[src/rtl/ifstage_pkg.sv]
`default_nettype none
// ============================================================================
// Module   : ifstage_pkg
// Brief    : Redirect-mode encodings and default widths for the fetch stage.
// Revision : 1.0 - initial release
// ============================================================================
package ifstage_pkg;

    localparam int c_DEFAULT_XLEN = 32;

    typedef enum logic [1:0] {
        REDIR_NONE = 2'b00,
        REDIR_REL  = 2'b01,
        REDIR_ABS  = 2'b10,
        REDIR_RSVD = 2'b11
    } redir_mode_e;

endpackage
`default_nettype wire

[src/rtl/fetch_queue.sv]
`default_nettype none
// ============================================================================
// Module   : fetch_queue
// Brief    : Circular FIFO with wrap-bit pointers, synchronous clear and count.
// Revision : 1.0 - initial release
// ============================================================================
module fetch_queue #(
    parameter int WIDTH = 64,
    parameter int DEPTH = 4
) (
    input  logic                     clk,
    input  logic                     rst_n,
    input  logic                     i_clear,
    input  logic                     i_push,
    input  logic [WIDTH-1:0]         i_wdata,
    input  logic                     i_pop,
    output logic [WIDTH-1:0]         o_rdata,
    output logic [$clog2(DEPTH):0]   o_count,
    output logic                     o_empty
);

    localparam int c_AW = $clog2(DEPTH);
    localparam int c_PW = c_AW + 1;

    logic [c_PW-1:0]  r_wr_ptr_q;
    logic [c_PW-1:0]  w_wr_ptr_d;
    logic [c_PW-1:0]  r_rd_ptr_q;
    logic [c_PW-1:0]  w_rd_ptr_d;
    logic [WIDTH-1:0] r_mem_q [DEPTH];
    logic [WIDTH-1:0] w_mem_d [DEPTH];
    logic             w_full;
    logic             w_do_push;
    logic             w_do_pop;

    assign o_count = r_wr_ptr_q - r_rd_ptr_q;
    assign o_empty = (r_wr_ptr_q == r_rd_ptr_q);
    assign w_full  = (r_wr_ptr_q[c_AW-1:0] == r_rd_ptr_q[c_AW-1:0]) &&
                     (r_wr_ptr_q[c_AW]     != r_rd_ptr_q[c_AW]);
    assign o_rdata = r_mem_q[r_rd_ptr_q[c_AW-1:0]];

    always_comb begin
        w_do_push  = i_push && (!w_full || i_pop);
        w_do_pop   = i_pop && !o_empty;
        w_wr_ptr_d = r_wr_ptr_q;
        w_rd_ptr_d = r_rd_ptr_q;
        w_mem_d    = r_mem_q;
        if (i_clear) begin
            w_wr_ptr_d = '0;
            w_rd_ptr_d = '0;
        end else begin
            if (w_do_push) begin
                w_mem_d[r_wr_ptr_q[c_AW-1:0]] = i_wdata;
                w_wr_ptr_d = r_wr_ptr_q + c_PW'(1);
            end
            if (w_do_pop) begin
                w_rd_ptr_d = r_rd_ptr_q + c_PW'(1);
            end
        end
    end

    always_ff @(posedge clk or negedge rst_n) begin
        if (!rst_n) begin
            r_wr_ptr_q <= '0;
            r_rd_ptr_q <= '0;
        end else begin
            r_wr_ptr_q <= w_wr_ptr_d;
            r_rd_ptr_q <= w_rd_ptr_d;
        end
    end

    // Storage needs no reset: entries are only observed between push and pop.
    always_ff @(posedge clk) begin
        r_mem_q <= w_mem_d;
    end

    a_no_overflow : assert property (@(posedge clk) disable iff (!rst_n)
        !(i_push && w_full && !i_pop));

endmodule
`default_nettype wire

[src/rtl/ifstage_pipe.sv]
`default_nettype none
// ============================================================================
// Module   : ifstage_pipe
// Brief    : Instruction fetch stage with credit-based issue, fetch queue and
//            relative/absolute redirects that flush queued and in-flight work.
// Revision : 1.0 - initial release
// ============================================================================
module ifstage_pipe
    import ifstage_pkg::*;
#(
    parameter int              XLEN       = c_DEFAULT_XLEN,
    parameter int              IADDR_BITS = 10,
    parameter int              FQ_DEPTH   = 4,
    parameter logic [XLEN-1:0] RESET_PC   = '0
) (
    input  logic                  Clk,
    input  logic                  Reset_n,
    input  logic                  Redir_Valid,
    input  logic [1:0]            Redir_Mode,
    input  logic [XLEN-1:0]       Redir_Base,
    input  logic [XLEN-1:0]       Redir_Immed,
    output logic                  Imem_Req,
    output logic [IADDR_BITS-1:0] Imem_Addr,
    input  logic [XLEN-1:0]       Imem_Rdata,
    output logic                  Instr_Valid,
    input  logic                  Instr_Ready,
    output logic [XLEN-1:0]       Instr,
    output logic [XLEN-1:0]       Instr_PC
);

    localparam int c_CW = $clog2(FQ_DEPTH) + 1;

    logic [XLEN-1:0]   r_pc_q;
    logic [XLEN-1:0]   w_pc_d;
    logic              r_inflight_q;
    logic              w_inflight_d;
    logic [XLEN-1:0]   r_inflight_pc_q;
    logic [XLEN-1:0]   w_inflight_pc_d;

    logic              w_redir;
    logic [XLEN-1:0]   w_target_raw;
    logic [XLEN-1:0]   w_target;
    logic [c_CW-1:0]   w_credit;
    logic              w_issue;
    logic              w_push;
    logic              w_pop;

    logic [2*XLEN-1:0] w_head;
    logic [c_CW-1:0]   w_q_count;
    logic              w_q_empty;

    always_comb begin
        w_redir      = Redir_Valid &&
                       ((Redir_Mode == REDIR_REL) || (Redir_Mode == REDIR_ABS));
        w_target_raw = (Redir_Mode == REDIR_REL) ?
                       (Redir_Base + XLEN'(32'd4) + Redir_Immed) : Redir_Immed;
        w_target     = {w_target_raw[XLEN-1:2], 2'b00};
        w_credit     = w_q_count + c_CW'(r_inflight_q);
        // Reset_n gates the strobe so no request is visible while held in reset.
        w_issue      = Reset_n && !w_redir && (w_credit < c_CW'(FQ_DEPTH));
        w_push       = r_inflight_q && !w_redir;
        w_pop        = !w_q_empty && Instr_Ready;

        w_pc_d          = r_pc_q;
        w_inflight_d    = w_issue;
        w_inflight_pc_d = r_inflight_pc_q;
        if (w_redir) begin
            w_pc_d = w_target;
        end else if (w_issue) begin
            w_pc_d          = r_pc_q + XLEN'(32'd4);
            w_inflight_pc_d = r_pc_q;
        end
    end

    always_ff @(posedge Clk or negedge Reset_n) begin
        if (!Reset_n) begin
            r_pc_q          <= RESET_PC;
            r_inflight_q    <= 1'b0;
            r_inflight_pc_q <= '0;
        end else begin
            r_pc_q          <= w_pc_d;
            r_inflight_q    <= w_inflight_d;
            r_inflight_pc_q <= w_inflight_pc_d;
        end
    end

    fetch_queue #(
        .WIDTH (2 * XLEN),
        .DEPTH (FQ_DEPTH)
    ) u_fetch_queue (
        .clk     (Clk),
        .rst_n   (Reset_n),
        .i_clear (w_redir),
        .i_push  (w_push),
        .i_wdata ({r_inflight_pc_q, Imem_Rdata}),
        .i_pop   (w_pop),
        .o_rdata (w_head),
        .o_count (w_q_count),
        .o_empty (w_q_empty)
    );

    assign Imem_Req    = w_issue;
    assign Imem_Addr   = r_pc_q[IADDR_BITS+1:2];
    assign Instr_Valid = !w_q_empty;
    assign Instr       = w_q_empty ? '0 : w_head[XLEN-1:0];
    assign Instr_PC    = w_q_empty ? '0 : w_head[2*XLEN-1:XLEN];

endmodule
`default_nettype wire

[config.mk]
export PLATFORM = sky130hd
export DESIGN_NAME = ifstage_pipe
export DESIGN_NICKNAME = d
export VERILOG_FILES = /design/src/rtl/ifstage_pkg.sv /design/src/rtl/fetch_queue.sv /design/src/rtl/ifstage_pipe.sv
export SDC_FILE = /design/constraint.sdc
export NUM_CORES = 1
export LEC_CHECK = 0
export CAP_MARGIN = 25
export CORE_MARGIN = 2
export CORE_UTILIZATION = 56
export CTS_CLUSTER_DIAMETER = 200
export DETAILED_ROUTE_END_ITERATION = 10
export PLACE_DENSITY = 0.83
export REMOVE_ABC_BUFFERS = 1
export SYNTH_ARGS = -nofsm -noshare
export SYNTH_HDL_FRONTEND = slang
export SYNTH_SLANG_ARGS = --single-unit
[constraint.sdc]
create_clock -name Clk -period 4.1 [get_ports Clk]
set_input_delay 0.41 -clock Clk [delete_from_list [all_inputs] [get_ports Clk]]
set_output_delay 0.41 -clock Clk [all_outputs]
set_load 0.05 [all_outputs]
==> results of run 1 <==
worst max path at each step:
stage	from	end	slack, ns	cells after the start
3_3_place_gp	Redir_Immed[3]	r_pc_q[31]	0.50	12
2_1_floorplan	u_fetch_queue.r_rd_ptr_q[0]	r_pc_q[24]	-1.92	12
6_report	u_fetch_queue.r_rd_ptr_q[0]	Instr_PC[28]	0.58	5
3_5_place_dp	Redir_Immed[5]	r_pc_q[31]	0.43	12
4_1_cts	u_fetch_queue.r_rd_ptr_q[0]	Instr_PC[15]	0.52	5
5_1_grt	u_fetch_queue.r_wr_ptr_q[0]	Instr_PC[15]	0.46	6
synthesized netlist by cell type (7+ instances only):
cell type / instances / area share
clkbuf_1: 33 / 0.0084
a31oi_1: 7 / 0.0030
nand2_1: 46 / 0.012
buf_4: 14 / 0.0071
a21oi_1: 44 / 0.015
dfrtp_1: 67 / 0.11
and2_1: 73 / 0.031
mux4_2: 62 / 0.094
nand4_1: 11 / 0.0046
nand3_1: 19 / 0.0064
ha_1: 69 / 0.058
nor3_1: 9 / 0.0030
mux2i_1: 18 / 0.012
mux2_2: 31 / 0.024
xor2_1: 15 / 0.0089
inv_1: 22 / 0.0056
edfxtp_1: 248 / 0.50
o21ai_0: 28 / 0.0095
nor2_1: 34 / 0.0086
xnor2_1: 44 / 0.026
area by class of cell:
cell class	count	area, um2
Sequential cell	315	9130
Fill cell	1777	8180
Multi-Input combinational cell	596	5370
Timing Repair Buffer	187	1910
Clock buffer	37	806
Tap cell	335	419
Clock inverter	16	169
Inverter	22	82.6
registers in the layout, summed over array words and instances (netlist names):
name	cells
r_inflight_pc_q	30
r_inflight_q	1
u_fetch_queue.r_rd_ptr_q	3
r_pc_q	30
u_fetch_queue.r_wr_ptr_q	3
u_fetch_queue.r_mem_q	248
power by group:
group	internal, mW	leakage (nW)	switching [mW]
registers	4.18	3.04	0.400
clock network	1.58	0.473	1.11
logic	2.63	2.85	4.25
worst max-delay path: cells and delay by family (launching register included):
family	cells	cell delay [ns]
adders and majority gates	1	0.36
buffers and inverters	2	1.38
DFF	1	0.50
and+or+nand+nor	2	0.31
logic make-up (layout without fill, tap and decap cells):
logic type | Yosys count | count (layout)
flops | 315 | 315
simple gates | 222 | 222
compound gates | 131 | 131
mux | 111 | 111
buf+inv | 77 | 262
fa+ha+maj | 70 | 70
xor+xnor | 60 | 60
other cells | 1 | 2
stage by stage:
step	TNS [ns]	area [um2]	total power, mW	util
3_3_place_gp	0	16900	11.4	0.649
5_1_grt	0	17900	14.8	0.686
2_1_floorplan	-448.69	14600	9.30	-
3_5_place_dp	0	16900	11.5	0.649
6_report	0	17900	14.2	0.686
4_1_cts	0	17900	14.3	0.686
per-layer routing:
layer	vias to the layer above	track usage
met5	-	0
met4	0	0.0424
met3	30	0.0257
met2	273	0.371
met1	4251	0.289
li1	4076	-
==> results_dict.tcl, run 1 <==
set metrics [dict create \
    cts-htree-levels 1 \
    critPathKind "register to primary output" \
    root_buffer "clkbuf_16" \
    wl_per_cell_um 19.2 \
    cts_buffer_depth 3 \
    antenna_found_initial 0 \
    ant_nets 0 \
    async_flop_share 0.213 \
    firstDrtPassIters 4 \
    maxSlewHeadroom 0.332 \
    synth-warning-count 0 \
    netlist_area_mm2 0.0148 \
    synth_seq_cells 315 \
    power_leakage_nw 6.36 \
    post_cts_buffers 0 \
    critPathCaptureType "primary output" \
    grt_pass1_vias 8874 \
    r2r-end "r_pc_q[24]" \
    drtIter0Drc 675 \
    reg2reg_depth 12 \
    gp_congestion 0.847 \
    routed-wl-met2_um 14800 \
    totalWireLength_um 29000 \
    ff2ff_setup_slack_ns 1.10 \
    outcome "complete, no violations" \
    drv_slew 0 \
    hold_class "input port to asynchronous set/reset pin" \
    synth.distinct_cells 55 \
    drive_above_1_share 0.145 \
    final_cells 1508 \
    hold_slack_ns 0.0709 \
    crit_arrival_ns 3.11 \
    post-route-min-period_ns 3.52 \
    synthSimpleGateAreaFrac 0.0795 \
    crit_chain "ha_1, nand3_2, buf_4, and2_1, clkdlybuf4s50_1" \
    r2r_start "u_fetch_queue.r_wr_ptr_q[1]" \
    critical_path_required_ns 3.69 \
    setup_viol 0 \
    startpoint_type "register" \
    vias 8630 \
    layout-area-overhead-vs-synth_pct 20.6 \
    rows 59 \
    port-buffer-count 175 \
    vdd_drop_max_uv 772 \
    rsz0062_at_grt "false" \
    grt_pass1_wl_um 47000 \
    slowest_stage "clkdlybuf4s50_1" \
    die-area_mm2 0.0278 \
    clock-sinks 315 \
    synth_compound_area_frac 0.0554 \
    yosysSeqAreaShare 0.615 \
    synth_edf_count 248 \
    max_freq_mhz 284 \
    muxShareOfSynthArea 0.130 \
    fin_ws_ns 0.582 \
    maxCapViolations 0 \
    synth_ff_type "edfxtp_1" \
    finClkSkew_ns 0.0133 \
    synth_cells 987 \
    dpl.hpwl_um 18600 \
    n_antenna_cell 0 \
    clock_latency_ns 0.54 \
    finalCritPeriodShare 0.858 \
    holdBufCountCts 0 \
    final_cell_mix "edfxtp_1, clkdlybuf4s50_1, and2_1" \
    fp.coreArea_mm2 0.0261 \
    hold_violations 0 \
    cts_tree "yes" \
    cts_buffers 29 \
    synth_top_family_by_area "multiplexers" \
    finalNetCount 1323 \
    grt_use_total 0.212 \
    grt_overflow 0 \
    io_pins 178 \
    vias_per_cell 5.72 \
    final_common_cell "edfxtp_1" \
    cts.clk_slew.worst_paths_ns 0.07 \
    grt_max_degree 68 \
    die_w_um 167 \
    routed.top_layer "met4" \
    die_y_um 167 \
    synthXorXnorAreaFrac 0.0364 \
    postCtsResizedCells 0 \
    synth-adder-area-share 0.0596 \
    place_inst 1455 \
    drc 0 \
    slowest_delay_ns 0.88 \
    wl_met1_um 12400 \
    dp_slack_ns 0.429 \
    p_per_area_mw_per_mm2 792 \
    wl_met3_um 1480 \
    start_util 0.569 \
    crit_fanout 66 \
    worst_slew_pin_slew_ns 1.00 \
    syn_area_per_cell_um2 15.0 \
]
Power figures use the tool's default switching activity.
==> run 2: changes to the inputs <==
- MAX_ROUTING_LAYER: default -> met4
- SLEW_MARGIN: default -> 20
==> run 2 against run 1 <==
Power is 1.2% lower. Clock power is 7% lower. Worst hold slack better by 0.0073 ns. Routed wire length is 1.7% lower. Fmax is 4.2% higher. Critical endpoint unchanged. Final area is 0.31% lower. First-iteration DRC count is 9.9% lower. Combinational power hardly changed. Non-clock buffer count is 1 higher. Cell count hardly changed. Setup slack better by 0.14 ns. Critical path depth is 1 lower.
==> results_dict.tcl, run 2 (synthesis gave the netlist of run 1 again) <==
set metrics [dict create \
    fillCellCount 1755 \
    finClkSkew_ns 0.00774 \
    largest_reg_flops 248 \
    fin_ws_ns 0.722 \
    drv_slew 0 \
    hold_class "input port to asynchronous set/reset pin" \
    n_antenna_cell 0 \
    finalNetCount 1324 \
    totalWireLength_um 28500 \
    vdd_drop_max_uv 708 \
    root_buffer "clkbuf_16" \
    dp_slack_ns 0.444 \
    worst_slew_pin_slew_ns 0.996 \
    fp.coreArea_mm2 0.0261 \
    grt_overflow 0 \
    vias 8593 \
    die_y_um 167 \
    grt_pass1_vias 8893 \
    p_per_area_mw_per_mm2 784 \
    maxCapViolations 0 \
    die-area_mm2 0.0278 \
    hold_violations 0 \
    startpoint_type "register" \
    power_leakage_nw 6.35 \
    dpl.hpwl_um 18500 \
    place_inst 1456 \
    regMostFlops "u_fetch_queue.r_mem_q" \
    post-route-min-period_ns 3.38 \
    placed_cell_area_mm2 0.0169 \
    postCtsResizedCells 0 \
    cts_buffer_depth 3 \
    ff2ff_setup_slack_ns 0.90 \
    final_cells 1509 \
    grt_use_met2 0.358 \
    layout-area-overhead-vs-synth_pct 20.2 \
    post_cts_buffers 0 \
    rows 59 \
    wl_per_cell_um 18.9 \
    ant_nets 0 \
    setup_viol 0 \
    grt_max_degree 68 \
    cts_tree "yes" \
    drive_above_1_share 0.142 \
    grt-busiest-layer "met2" \
    crit_fanout 64 \
    clock-sinks 315 \
    rsz0062_at_grt "false" \
    clock_latency_ns 0.54 \
    cts-htree-levels 1 \
    maxSlewHeadroom 0.336 \
    die_w_um 167 \
    holdBufCountCts 0 \
    r2r-end "r_pc_q[24]" \
    grt_pass1_wl_um 46000 \
    port-buffer-count 175 \
    start_util 0.569 \
    cts_buffers 29 \
    use_met1 0.280 \
    antenna_found_initial 0 \
    outcome "complete, no violations" \
    cts.clk_slew.worst_paths_ns 0.06 \
    critPathCaptureType "primary output" \
    crit_arrival_ns 2.97 \
    finalInstanceArea_mm2 0.0178 \
    io_pins 178 \
    drc 0 \
    vias_per_cell 5.69 \
    finalCritPeriodShare 0.824 \
    ff_latch_area_mm2 0.00913 \
    reg2reg_depth 12 \
    final_cell_mix "edfxtp_1, clkdlybuf4s50_1, and2_1" \
    met3_usage 0.0299 \
    r2r_start "u_fetch_queue.r_wr_ptr_q[1]" \
    max_freq_mhz 296 \
    final_common_cell "edfxtp_1" \
    firstDrtPassIters 5 \
    largestRegisters "u_fetch_queue.r_mem_q (248), r_inflight_pc_q (30), r_pc_q (30)" \
    grt_use_total 0.212 \
    drtIter0Drc 608 \
    critPathKind "register to primary output" \
    multiInputGateArea_mm2 0.00537 \
    gp_congestion 0.836 \
    critical_path_required_ns 3.69 \
]
[run 2: worst max-delay path by stage]
stage | cells after the start | end | slack (ns) | start
after floorplan | 12 | r_pc_q[24] | -1.92 | u_fetch_queue.r_rd_ptr_q[0]
final | 4 | Instr_PC[28] | 0.72 | u_fetch_queue.r_rd_ptr_q[1]
after CTS | 4 | Instr_PC[28] | 0.66 | u_fetch_queue.r_rd_ptr_q[1]
after global placement | 12 | r_pc_q[31] | 0.51 | Redir_Immed[3]
after detailed placement | 12 | r_pc_q[31] | 0.44 | Redir_Immed[3]
after global routing | 4 | Instr_PC[28] | 0.58 | u_fetch_queue.r_rd_ptr_q[1]
[run 2: area by class of cell]
cell class,count,area share
clock buffer,36,0.0439
clock inverter,17,0.00653
inverter,22,0.00463
multi-input combinational,596,0.301
sequential,315,0.512
tap,335,0.0235
timing repair buffer,188,0.108
[run 2: critical path, stage by stage, from the launching register on]
cell             delay, ns
dfrtp_2               0.36
buf_4                 0.69
mux4_2                0.36
and2_1                0.14
clkdlybuf4s50_1       0.88
[run 2: where the power goes]
part / switching (mW) / internal (mW) / total (mW)
combinational: 4.25 / 2.67 / 6.92
clock: 1.09 / 1.41 / 2.51
sequential: 0.381 / 4.18 / 4.56
total: 5.72 / 8.26 / 14.0
[run 2: metal layers]
layer  wire (um)  vias up
li1            -     4092
met1       12500     4227
met2       14200      245
met3        1420       29
met4         356        0
met5           0        -
[run 2: through the flow]
step	util	setup TNS [ns]	power (mW)	hold WS (ns)
after floorplan	-	-448.69	9.30	0.114
after global placement	0.650	0	11.5	0.489
after detailed placement	0.650	0	11.6	0.502
after CTS	0.684	0	14.1	0.101
after global routing	0.684	0	14.6	0.156
final	0.684	0	14.0	0.0782
